File: src/rtl/mux_4to1_5bit_rr_arbiter.sv
// Round-robin arbiter over a 5-bit 4:1 mux with a one-entry output register.
// Define MUX_ARB_PACKET_LOCK_EN to add in_last and hold the grant per packet.
module mux_4to1_5bit_rr_arbiter (
    input  logic       clk,
    input  logic       rst_n,
    input  logic [3:0] in_valid,
    input  logic [4:0] in0,
    input  logic [4:0] in1,
    input  logic [4:0] in2,
    input  logic [4:0] in3,
`ifdef MUX_ARB_PACKET_LOCK_EN
    input  logic [3:0] in_last,
`endif
    output logic [3:0] in_ready,
    output logic       out_valid,
    input  logic       out_ready,
    output logic [4:0] out_data,
    output logic [1:0] out_sel
);

    typedef enum logic {
        EMPTY = 1'b0,
        FULL  = 1'b1
    } state_t;

    state_t     state_q, state_d;
    logic [4:0] data_q, data_d;
    logic [1:0] sel_q, sel_d;
    logic [1:0] ptr_q, ptr_d;
`ifdef MUX_ARB_PACKET_LOCK_EN
    logic       lock_q, lock_d;
    logic [1:0] lock_id_q, lock_id_d;
`endif

    logic       load;
    logic       found;
    logic       accept;
    logic [1:0] win;
    logic [4:0] word;

    assign load   = (state_q == EMPTY) || out_ready;
    assign accept = rst_n && load && found;

    always_comb begin : pick
        logic [1:0] idx;
        win   = ptr_q;
        found = 1'b0;
        idx   = ptr_q;
        for (int k = 0; k < 4; k++) begin
            idx = ptr_q + 2'(k);
            if (!found && in_valid[idx]) begin
                win   = idx;
                found = 1'b1;
            end
        end
`ifdef MUX_ARB_PACKET_LOCK_EN
        // a locked grant blocks everyone else, even when its owner idles
        if (lock_q) begin
            win   = lock_id_q;
            found = in_valid[lock_id_q];
        end
`endif
    end

    always_comb begin
        in_ready = 4'b0000;
        if (accept)
            in_ready[win] = 1'b1;
    end

    always_comb begin
        word = in0;
        unique case (win)
            2'd0: word = in0;
            2'd1: word = in1;
            2'd2: word = in2;
            2'd3: word = in3;
        endcase
    end

    always_comb begin
        state_d = state_q;
        data_d  = data_q;
        sel_d   = sel_q;
        ptr_d   = ptr_q;
`ifdef MUX_ARB_PACKET_LOCK_EN
        lock_d    = lock_q;
        lock_id_d = lock_id_q;
`endif
        unique case (state_q)
            EMPTY: if (accept) state_d = FULL;
            FULL:  if (!accept && out_ready) state_d = EMPTY;
        endcase
        if (accept) begin
            data_d = word;
            sel_d  = win;
`ifdef MUX_ARB_PACKET_LOCK_EN
            if (in_last[win]) begin
                lock_d = 1'b0;
                ptr_d  = win + 2'd1;
            end else begin
                lock_d    = 1'b1;
                lock_id_d = win;
            end
`else
            ptr_d = win + 2'd1;
`endif
        end
    end

    always_ff @(posedge clk or negedge rst_n) begin
        if (!rst_n) begin
            state_q <= EMPTY;
            data_q  <= 5'd0;
            sel_q   <= 2'd0;
            ptr_q   <= 2'd0;
`ifdef MUX_ARB_PACKET_LOCK_EN
            lock_q    <= 1'b0;
            lock_id_q <= 2'd0;
`endif
        end else begin
            state_q <= state_d;
            data_q  <= data_d;
            sel_q   <= sel_d;
            ptr_q   <= ptr_d;
`ifdef MUX_ARB_PACKET_LOCK_EN
            lock_q    <= lock_d;
            lock_id_q <= lock_id_d;
`endif
        end
    end

    assign out_valid = (state_q == FULL);
    assign out_data  = data_q;
    assign out_sel   = sel_q;

endmodule

File: config.mk
export PLATFORM = sky130hd
export DESIGN_NAME = mux_4to1_5bit_rr_arbiter
export DESIGN_NICKNAME = d
export VERILOG_FILES = /design/src/rtl/mux_4to1_5bit_rr_arbiter.sv
export SDC_FILE = /design/constraint.sdc
export NUM_CORES = 1
export LEC_CHECK = 0
export ABC_AREA = 0
export BUFFER_PORTS_ARGS = -buffer_cell sky130_fd_sc_hd__buf_2
export CAP_MARGIN = 0
export CORE_ASPECT_RATIO = 0.8
export CORE_MARGIN = 1
export CORE_UTILIZATION = 43
export DETAILED_ROUTE_END_ITERATION = 6
export PLACE_DENSITY = 0.86
export SKIP_LAST_GASP = 1
export SLEW_MARGIN = 20
export SYNTH_ARGS = -nofsm -noshare
export SYNTH_HDL_FRONTEND = slang
export SYNTH_SLANG_ARGS = --single-unit
File: constraint.sdc
create_clock -name clk -period 2.21 [get_ports clk]
set_clock_uncertainty 0.05 [all_clocks]
set_input_delay 0.3315 -clock clk [delete_from_list [all_inputs] [get_ports clk]]
set_output_delay 0.3315 -clock clk [all_outputs]
set_load 0.05 [all_outputs]
Word-level counts from Yosys, hierarchy flattened:

Cells that the tools add are included.

* register bits: 10
* logic and storage cells: 53

* $add $sub $neg: 4
* $lt $le $gt $ge: 6
* eq/ne operators: 3
* muxes and demuxes: 22
* bitwise operators: 1
* reduce and logical (&&, ||, !) cells: 13

Operators by type and width (count)
* 5-bit one-hot mux with 4 select lines: 1
* 2-bit by 3-bit < comparator with 1-bit output, second input constant: 5
* 1-bit 2-to-1 mux: 11
* 1-bit binary-select mux with 2-bit select: 4
* 1-bit logical AND: 7
* 2-bit 2-to-1 mux: 3
* 2-bit by 1-bit adder with 2-bit output, second input constant: 2
* 2-bit adder, second input constant: 2
* 2-bit == test, second input constant: 2
* 1-bit logical NOT: 4
* 4-bit 2-to-1 mux: 1
* 1-bit demux with 2-bit select: 1
* 2-bit by 1-bit == test with 1-bit output, second input constant: 1
* 2-bit by 1-bit greater-or-equal comparator with 1-bit output, second input constant: 1
* 2-bit logical NOT: 1
* 1-bit one-hot mux with 2 select lines: 1
* 1-bit logical OR: 1
* 1-bit inverter: 1

Longest topological paths before layout:

* word-level depth: 17
* depth in mapped cells: 7
* depth with buffers taken out: 7

Least setup slack after synthesis:

OpenSTA, ideal clock, no wires.

* path type: input port to flip-flop
* start point: input port in_valid[0]
* end point: register data_q[3] (netlist: out_data[3])
* arrival time: 1886 ps
* data required time: 2035 ps
* setup slack: 149 ps
* cell stages on the path: 7
* path buffers: 0
* path through: nor2b_1 > a2111o_1 > and2_1 > ha_1 > a222oi_1 > mux2i_1 > mux2_4

* cells in the longest elaborated chain, start to end: 14

Ends and longest elaborated chain
* from (decl): RTL line 6 `input logic [3:0] in_valid,`
* 1-bit binary-select mux with 2-bit select: RTL line 51 `if (!found && in_valid[idx]) begin`
* 1-bit 2-to-1 mux (not written as such): RTL line 51
* 1-bit 2-to-1 mux: RTL line 51
* 1-bit logical NOT: RTL line 51
* 1-bit logical AND: RTL line 51
* 1-bit 2-to-1 mux: RTL line 51
* 1-bit logical NOT: RTL line 51
* 1-bit logical AND: RTL line 51
* 1-bit 2-to-1 mux: RTL line 51
* 1-bit logical NOT: RTL line 51
* 1-bit logical AND: RTL line 51
* 2-bit 2-to-1 mux: RTL line 51
* 2-bit == test, or another cell as far along: RTL line 73 `unique case (win)`
* 5-bit one-hot mux with 4 select lines: RTL line 73
* to (signal assigned): RTL line 123 `data_q <= data_d;`
* to (decl): RTL line 27 `logic [4:0] data_q, data_d;`

Several ways; a longest one is shown, not always the timed one. The select of a mux whose other input is x is not followed.
A chain may end at the register's enable or synchronous reset.

Worst setup path in the final report:

* start point: register ptr_q[1]
* end point: output port in_ready[0]

* cells in the longest elaborated chain, start to end: 17

Ends and longest elaborated chain
* from (decl): RTL line 29 `logic [1:0] ptr_q, ptr_d;`
* from (signal assigned): RTL line 125 `ptr_q <= ptr_d;`
* parallel branches: the longest is 16 deep, another holds 2-bit by 3-bit < comparator with 1-bit output
* 4-bit 2-to-1 mux *: RTL line 67 `if (accept)`
* to (decl): RTL line 14 `output logic [3:0] in_ready,`

Every way passes the cells marked *. The select of a mux whose other input is x is not followed.

==> flow_summary.toml <==
[sta]
hold_slack_ps = 310
worst_pin_slew_ps = 411
slew-limit-headroom_pct = 72.6
max_freq_ghz = 0.444
hold_viol_final = 0
grt_setup_unrepaired = "yes"
post-route-min-period_ps = 2250
timing.final.ws_setup_ps = -41.6
report.final.slew_viol_count = 0
post-route-period-util_pct = 102
setup_viol = 4

[setup_path]
end_kind = "primary output"
reg2reg_from = "ptr_q[1]$_DFFE_PN0P_"
start_kind = "flip-flop"
path_max_fanout = 6
r2r_cells = 7
worst_ep_arrival_time_ps = 1870
crit_type = "reg -> out"
crit_path_start = "ptr_q[1]$_DFFE_PN0P_"
required_ps = 1830

[yosys]
yosys.area.top_type = "dfrtp_1"
postSynthCellCount = 69
avgSynthCellArea_um2 = 10.7
synthArstFlopShare_pct = 100
synth_edf_count = 0
synth_nets = 101
synthFlopType = "dfrtp_1"
synth_area_leaders = "dfrtp_1 34%, mux2_4 12%, ha_1 8.4%"
synth_top_area_share_pct = 33.8
synth-seq-cells = 10
yosysUniqueCellTypes = 27
netlist_area_um2 = 741
yosysWarnings = 0
synth.most_common_cell = "dfrtp_1"
synthTopCellsByCount = "10 x dfrtp_1, 6 x inv_1, 6 x mux2_4"
ys_seq_area_share_pct = 33.8

[status]
violations = "setup timing"
status = "finished, violations left"

[clock_tree]
htree_levels = 1
clock_latency_ps = 250
root_buffer = "clkbuf_4"
cts.path.max_buffers = 2
numCtsBuffers = 3
cts_tree = "done"
cts.reportedPaths.clkPinSlew_ps = 50
cts.sinks = 10

[run]
drv_cap = 0

[finish]
nets = 156
fin_cells = 144
antenna_cells = 0
drive_above_1_share_pct = 61.5
fin_area_um2 = 1190
syn2layout_area_growth_pct = 61.3

[min_path]
hp-class = "in -> reg"
whs_path_depth = 3
min_from = "out_ready"

[drt]
via_count = 842
ant_nets = 0
routedWlPerCell_um = 18.0
routed_wl_mm = 2.59
drc = 0
vias_per_cell = 5.85
drt_iter0_markers = 42
first_pass_iters = 4

[power_and_ir_drop]
p_leak_uw = 0.000608
powerDensity_nw_per_um2 = 1200
peakVddDrop_uv = 664
p_total_uw = 1440

[floorplan]
num_rows = 13
dieArea_um2 = 1890
start_util_pct = 45.5
die_h_um = 39.1
core-area_um2 = 1630
pin_count = 39
dieWidth_um = 48.4

[global_routing]
met3_usage_pct = 6.27
grt_pass1_wl_mm = 3.66
grt_pass1_vias = 804
grt-busiest-layer = "met2"
grt_use_met1_pct = 26.8
globalRouteTotalUtil_pct = 27.3
antenna_found_initial = 0
grt_max_degree = 11
grt_util_met2_pct = 55.3
overflow = 0

[placed_design]
io_buffers = 38
dp.cells = 134
dpl.hpwl_mm = 1.57
gp_routability_congestion = 0.813
post_dp_cell_area_um2 = 996
-- timing repair --
action / CTS / global route
pin swaps: 3 / 6
setup buffers: 3 / 3
hold buffers: 1 / 0
endpoints found under the setup margin: 6 / 9
gates resized for setup: 20 / 11
hold endpoints to repair: 10 / 0
-- cell families after synthesis --
| logic type | count (synthesis) | synth area share, % |
|---|---|---|
| AOI/OAI and AO/OA | 19 | 20.9 |
| and+or+nand+nor | 16 | 12.8 |
| muxes | 11 | 18.9 |
| DFF | 10 | 33.8 |
| buffers and inverters | 8 | 5.07 |
| adders and majority gates | 5 | 8.45 |
-- power by group --
| group | switching, uW | internal, uW | total, uW |
|---|---|---|---|
| Sequential | 62.2 | 259 | 321 |
| Combinational | 568 | 430 | 998 |
| Clock | 57.8 | 62.6 | 120 |
-- cell usage in the layout (no fill, tap or decap), types with 2 or more instances in the layout --
| cell | Yosys | routed |
|---|---|---|
| o21bai_1 | 2 | 2 |
| mux2i_1 | 5 | 5 |
| and3_4 | 0 | 3 |
| nor2b_1 | 4 | 4 |
| inv_1 | 6 | 6 |
| and3_1 | 5 | 2 |
| clkbuf_4 | 0 | 3 |
| dfrtp_1 | 10 | 9 |
| and2_4 | 1 | 2 |
| buf_6 | 1 | 4 |
| buf_2 | 0 | 34 |
| a21oi_1 | 2 | 2 |
| a222oi_1 | 5 | 5 |
| ha_4 | 0 | 4 |
| buf_4 | 0 | 12 |
| mux2_4 | 6 | 6 |
-- through the flow --
step	utilization [%]	worst slack [ps]	setup TNS (ps)
global placement	61.2	-103	-175
global route	73.5	-107	-565
CTS	68.9	-40.1	-104
detailed placement	61.2	-183	-621
finish	73.5	-41.6	-102
floorplan	-	149	0
-- worst paths after layout --
kind | to | slack, ps
max | in_ready[0] | -40
min | out_valid$_DFF_PN0_ | 310
max reg2reg | out_data[4]$_DFFE_PN0P_ | -20
min reg2reg | out_data[1]$_DFFE_PN0P_ | 460
max in group asynchronous | ptr_q[1]$_DFFE_PN0P_ | 1430
min in group asynchronous | out_data[0]$_DFFE_PN0P_ | 510
-- routing by layer --
metal / share of wire, % / routed length [um]
met3: 7.3 / 189
met4: 4.2 / 110
met2: 50 / 1290
met1: 39 / 1000
met5: 0 / 0
-- registers in the layout, summed over array words and instances (netlist names) --
signal     count
out_data       5
out_sel        2
ptr_q          2
out_valid      1
-- cell type report --
class,instances,area [um2]
Inverter,6,22.5
Fill cell,97,432
Multi-Input combinational cell,51,541
Clock buffer,3,22.5
Tap cell,22,27.5
Sequential cell,10,251
Timing Repair Buffer,52,330
-- critical path, cell delays in order (launching register included) --
cell and delay (ps):
dfrtp_2 460, a2111o_1 430, and2_4 180, buf_6 120
ha_4 140, and3_4 150, buf_8 140
(Power assumes the default switching activity.)
